==> src/rtl/impulse_scheduler.sv <==
// impulse_scheduler: round-robin arbiter that lets four requesters share one
// impulse_generator. It acts as the generator's number source over the
// soc/eoc handshake and forwards the granted requester's count on numero.
module impulse_scheduler #(
  parameter int unsigned W = 8
) (
  input  logic         clock,
  input  logic         reset_,
  input  logic         soc,
  output logic         eoc,
  output logic [W-1:0] numero,
  input  logic [3:0]   req,
  input  logic [W-1:0] dato0,
  input  logic [W-1:0] dato1,
  input  logic [W-1:0] dato2,
  input  logic [W-1:0] dato3,
  output logic [3:0]   ack,
  output logic [1:0]   grant,
  output logic         busy
);

  localparam int unsigned NREQ = 4;
  localparam int unsigned PW   = 2;

  typedef enum logic {
    IDLE,
    WAIT_LOW
  } state_t;

  state_t        state;
  logic [PW-1:0] ptr;
  logic [PW-1:0] pick;
  logic [PW-1:0] cand;
  logic          pick_valid;
  logic [W-1:0]  dato_arr [NREQ];

  assign dato_arr[0] = dato0;
  assign dato_arr[1] = dato1;
  assign dato_arr[2] = dato2;
  assign dato_arr[3] = dato3;

  // Round-robin search: first pending requester starting at ptr, wrapping mod 4.
  always_comb begin
    pick       = '0;
    pick_valid = 1'b0;
    cand       = '0;
    for (int i = 0; i < int'(NREQ); i++) begin
      cand = ptr + PW'(i);
      if (!pick_valid && req[cand]) begin
        pick       = cand;
        pick_valid = 1'b1;
      end
    end
  end

  // Handshake FSM with registered outputs; grant happens on the edge that sees soc.
  always_ff @(posedge clock) begin
    if (!reset_) begin
      state  <= IDLE;
      eoc    <= 1'b1;
      numero <= '0;
      ack    <= '0;
      grant  <= '0;
      busy   <= 1'b0;
      ptr    <= '0;
    end else begin
      ack <= '0;
      case (state)
        IDLE: begin
          eoc  <= 1'b1;
          busy <= 1'b0;
          if (soc && pick_valid) begin
            numero <= dato_arr[pick];
            ack    <= NREQ'(1) << pick;
            grant  <= pick;
            ptr    <= pick + PW'(1);
            eoc    <= 1'b0;
            busy   <= 1'b1;
            state  <= WAIT_LOW;
          end
        end
        WAIT_LOW: begin
          eoc  <= 1'b0;
          busy <= 1'b1;
          if (!soc) begin
            eoc   <= 1'b1;
            busy  <= 1'b0;
            state <= IDLE;
          end
        end
        default: begin
          state <= IDLE;
          eoc   <= 1'b1;
          busy  <= 1'b0;
        end
      endcase
    end
  end

endmodule

==> config.mk <==
export PLATFORM = sky130hd
export DESIGN_NAME = impulse_scheduler
export DESIGN_NICKNAME = d
export VERILOG_FILES = /design/src/rtl/impulse_scheduler.sv
export SDC_FILE = /design/constraint.sdc
export NUM_CORES = 1
export LEC_CHECK = 0
export CELL_PAD_IN_SITES_DETAIL_PLACEMENT = 1
export CELL_PAD_IN_SITES_GLOBAL_PLACEMENT = 2
export CORE_MARGIN = 1
export CORE_UTILIZATION = 21
export DETAILED_ROUTE_END_ITERATION = 16
export GPL_TIMING_DRIVEN = 0
export PLACE_DENSITY_LB_ADDON = 0.1
export SLEW_MARGIN = 15
export SYNTH_ARGS = -nofsm -noshare
export SYNTH_HDL_FRONTEND = slang
export SYNTH_SLANG_ARGS = --single-unit
==> constraint.sdc <==
create_clock -name clock -period 6.6 [get_ports clock]
set_input_delay 1.98 -clock clock [delete_from_list [all_inputs] [get_ports clock]]
set_output_delay 1.98 -clock clock [all_outputs]
set_load 0.01 [all_outputs]
Yosys cells after proc, flatten, opt, wreduce, memory -nomap -nowiden
Cells that the tools add are included.

Register bits: 18. Bits of input ports: 39. Word-level logic and storage cells: 54.

Add/subtract/negate cells: 4. Order comparisons: 5. Shifts and indexed selects: 1. Multiplexer cells: 25. Bitwise logic cells: 4. Reduce and logical (&&, ||, !) cells: 9.

Operator list (count): $bmux W8 S2 (1); $mux W8 (2); $lt A2 B3 Y1 const B (4); $mux W1 (12); $bmux W1 S2 (4); $mux W2 (4); $add A2 B1 Y2 const B (2); $add A2 B2 Y2 const B (2); $logic_and A1 B1 Y1 (4); $pmux W1 S2 (2); $shl A1 B2 Y4 const A (1); $ge A3 B3 Y1 const B (1); $logic_not A1 Y1 (3); $not A1 Y1 (3); $not A2 Y3 (1); $reduce_or A3 Y1 (1); $reduce_and A2 Y1 (1).

Longest topological paths before layout
Depth after elaboration: 16. Mapped depth: 7.

Worst setup path after synthesis
No wires, ideal clock.

Kind: input to register. Start point: in req[2]. End point: reg numero[0]. Data arrival time: 3409 ps. Data required time: 6483 ps. Slack: 3074 ps. Cell stages on the path: 7. Path buffers: 2. Cells stage by stage: nor2b_1 -> or4b_1 -> buf_2 -> buf_6 -> and3_1 -> a211o_1 -> a22o_1.

Longest elaborated chain between the ends: 16. Elaborated cells between the ends (all ways): 28.

RTL lines: start, declared (RTL line 12) `input logic [3:0] req,`; $bmux W1 S2 (RTL line 49) `if (!pick_valid && req[cand]) begin`; $mux W1 (implied by the code) (RTL line 49); $mux W1 (RTL line 49); $logic_not A1 Y1 (RTL line 49); $logic_and A1 B1 Y1 (RTL line 49); $mux W1 (RTL line 49); $logic_not A1 Y1 (RTL line 49); $logic_and A1 B1 Y1 (RTL line 49); $mux W1 (RTL line 49); $logic_not A1 Y1 (RTL line 49); $logic_and A1 B1 Y1 (RTL line 49); $mux W2 (RTL line 49); $not A2 Y3 (implied by the code) (RTL line 73) `numero <= dato_arr[pick];`; $bmux W8 S2 (RTL line 73); $mux W8 (implied by the code) (2 in a row) (RTL line 73); end signal, assigned (RTL line 73); end, declared (RTL line 11) `output logic [W-1:0] numero,`.

Several ways; a longest one is shown, not always the timed one. The select of a mux whose other input is x is not followed. A chain may end at the register's enable or synchronous reset.

==> impl_metrics.env <==
export IMPL_hold_worst_slack_ns=0.4921
export IMPL_wl_mm=3.743
export IMPL_power_density_nw_per_um2=204.6
export IMPL_timing_max_slew_rel_slack=0.3178
export IMPL_mappedNetlistArea_um2=964.7
export IMPL_place_worst_setup_slack_ns=2.165
export IMPL_avgSynthCellArea_um2=8.388
export IMPL_cts_setup_buffers=0
export IMPL_critPathKind="in -> reg"
export IMPL_dominantRegCellSynth="sky130_fd_sc_hd__dfxtp_1"
export IMPL_number_of_ports_placed_on_the_die_boundary=55
export IMPL_final_design_instance_area_without_fill_um2=1625
export IMPL_yosys_warnings=0
export IMPL_detail_route_antenna_nets=0
export IMPL_synth_enable_flop_cells=0
export IMPL_cts_root_buffer_type="sky130_fd_sc_hd__clkbuf_8"
export IMPL_postSynthCellCount=115
export IMPL_cts_htree_levels=1
export IMPL_groute_usage_overall=0.1594
export IMPL_cts_sinks=18
export IMPL_core_outline_area_um2=4384
export IMPL_wire_per_inst_um=16.64
export IMPL_synthTopCellsByArea="sky130_fd_sc_hd__dfxtp_1, sky130_fd_sc_hd__a211o_1, sky130_fd_sc_hd__a22o_1"
export IMPL_finalSetupViolCount=0
export IMPL_intPower_uw=236.1
export IMPL_initial_utilization=0.2200
export IMPL_drt_pre_antenna_iters=4
export IMPL_synth_distinct_cells=28
export IMPL_total_die_area_um2=4869
export IMPL_route_vias_total=1129
export IMPL_layout_commonest_cell="sky130_fd_sc_hd__clkdlybuf4s50_1"
export IMPL_syn2layout_area_growth_pct=68.48
export IMPL_holdCritPathClass="reg -> reg"
export IMPL_ys_seq_area_frac=0.3735
export IMPL_clock_skew_final_ns=0.0008487
export IMPL_power_static_leakage_uw=0.0006473
export IMPL_yosys_register_bits=18
export IMPL_tritoncts="yes"
export IMPL_final_period_utilization=0.6149
export IMPL_clkSlewWorstSetupHoldPaths_ns=0.07
export IMPL_post_route_min_period_ns=4.058
export IMPL_vdd_ir_drop_worst_v=0.00009766
export IMPL_grt_start_max_net_pins=11
export IMPL_worstSkewPairLatency_ns=0.25
export IMPL_synth_top_cell_by_area="sky130_fd_sc_hd__dfxtp_1"
export IMPL_n_antenna_cell=0
export IMPL_drt_iter0_markers=28
export IMPL_max_slew_worst_pin_slew_ns=1.016
export IMPL_power_sequential_fraction=0.379
export IMPL_postSynth_asyncResetShare=0
export IMPL_routed_via_density=5.018
export IMPL_crit_path_max_fanout=9
export IMPL_nNetsFinal=213
export IMPL_grt_antenna_before_repair=0
export IMPL_worst_endpoint_arrival_ns=4.26
export IMPL_cts_hold_buffers=0
export IMPL_setup_tns_final_ns=0
export IMPL_gp_routability_congestion=0.6889
export IMPL_remaining_drc_errors=0
export IMPL_dieHeight_um=69.78
export IMPL_synthesis_nets=154
export IMPL_postCtsResizedCells=0
export IMPL_grt_overflow_total=0
export IMPL_floorplan_die_width_um=69.78
export IMPL_grt_pass1_wl_mm=6.154
export IMPL_power_frac_comb=0.342
export IMPL_worstPathRequired_ns=6.80
export IMPL_cts_max_path_buffers=2
export IMPL_slew_viol_final=0
export IMPL_drive_above_1_share=0.07514
export IMPL_finalHoldViolations=0
export IMPL_outcome="completed"
export IMPL_power_net_switching_uw=96.39
export IMPL_synth_top_cell_area_share=0.3735
export IMPL_post_dp_hpwl_mm=2.767
export IMPL_power_share_clock=0.279
export IMPL_row_cnt=24
export IMPL_placed_area_um2=1570
export IMPL_clock_fmax_mhz=246.4
export IMPL_finalWorstSetupSlack_ns=2.542
export IMPL_vias_in_the_first_global_route=1218
export IMPL_timing_max_cap_violations=0
export IMPL_total_power_uw=332.5
export IMPL_critical_path_endpoint_type="register"
export IMPL_numCtsBuffers=3
export IMPL_timing_critical_path_from_type="input pin"
export IMPL_rsz_0062_raised_after_global_routing="false"
export IMPL_power_switching_share=0.2899
export IMPL_final_cell_mix="sky130_fd_sc_hd__clkdlybuf4s50_1, sky130_fd_sc_hd__dfxtp_1, sky130_fd_sc_hd__nand2_1, sky130_fd_sc_hd__nand3_1"
export IMPL_place_port_buffers=54
[Yosys cell counts, types with 2 or more instances]
cell                       number
sky130_fd_sc_hd__nand2_1       12
sky130_fd_sc_hd__a211o_1        8
sky130_fd_sc_hd__mux2i_1        2
sky130_fd_sc_hd__inv_1          2
sky130_fd_sc_hd__clkbuf_1       3
sky130_fd_sc_hd__a22o_1         8
sky130_fd_sc_hd__nor3_1         5
sky130_fd_sc_hd__o221ai_1       8
sky130_fd_sc_hd__buf_2          4
sky130_fd_sc_hd__nor2b_1        5
sky130_fd_sc_hd__nor2_1         8
sky130_fd_sc_hd__and2_1         2
sky130_fd_sc_hd__dfxtp_1       18
sky130_fd_sc_hd__and3_1         8
sky130_fd_sc_hd__nand3_1        9
[worst max-delay path, stage by stage]
cell,delay [ns]
sky130_fd_sc_hd__clkdlybuf4s50_1,0.52
sky130_fd_sc_hd__nand2_1,0.09
sky130_fd_sc_hd__nor3_1,0.82
sky130_fd_sc_hd__o21ai_1,0.47
sky130_fd_sc_hd__o221ai_1,0.23
sky130_fd_sc_hd__a22o_1,0.15
[stage by stage]
stage	util	instances
global placement	0.3582	221
detailed placement	0.3582	221
finish	0.3707	225
global route	0.3707	225
CTS	0.3707	225
floorplan	-	115
[path summary, 6_finish.rpt]
| path | startpoint | to | slack [ns] | cells after the start |
|---|---|---|---|---|
| setup / recovery | reset_ | numero[2] | 2.54 | 6 |
| hold / removal | numero[3] | numero[3] | 0.49 | 1 |
| setup reg to reg | state | numero[2] | 4.53 | 4 |
| hold reg to reg | numero[3] | numero[3] | 0.49 | 1 |
[final cells by class]
type / count / area [um2]
buffer: 9 / 50.05
clock buffer: 4 / 55.05
fill: 512 / 2759
inverter: 2 / 7.507
multi-input combinational: 86 / 546.8
sequential: 18 / 360.3
tap: 52 / 65.06
timing repair buffer: 54 / 540.5
[registers in the layout, summed over array words and instances (netlist names)]
name,cells
ack,4
eoc,1
grant,2
numero,8
ptr,2
state,1
[power by group through the flow]
| stage | sequential, uW | combinational, uW | clock [uW] |
|---|---|---|---|
| finish | 126 | 114 | 92.8 |
| global route | 127 | 123 | 100 |
| CTS | 126 | 115 | 96.1 |
| detailed placement | 129 | 114 | 0 |
| global placement | 128 | 112 | 0 |
| floorplan | 132 | 50.6 | 0 |
[layer usage]
layer	vias up	part of all wire	track usage
met1	548	0.46	0.2021
met2	33	0.48	0.2735
met3	2	0.049	0.04360
li1	546	-	-
met5	-	0	0
met4	0	0.0045	0.02444
[kinds of logic (layout without fill, tap and decap cells)]
kind of cell,after synthesis,in the layout,share of synthesized area
mux,2,2,0.02075
simple gates,54,54,0.2853
flops,18,18,0.3735
buf+inv,11,69,0.05967
compound gates,30,30,0.2607
No activity file was read; power rests on OpenSTA's default activity.
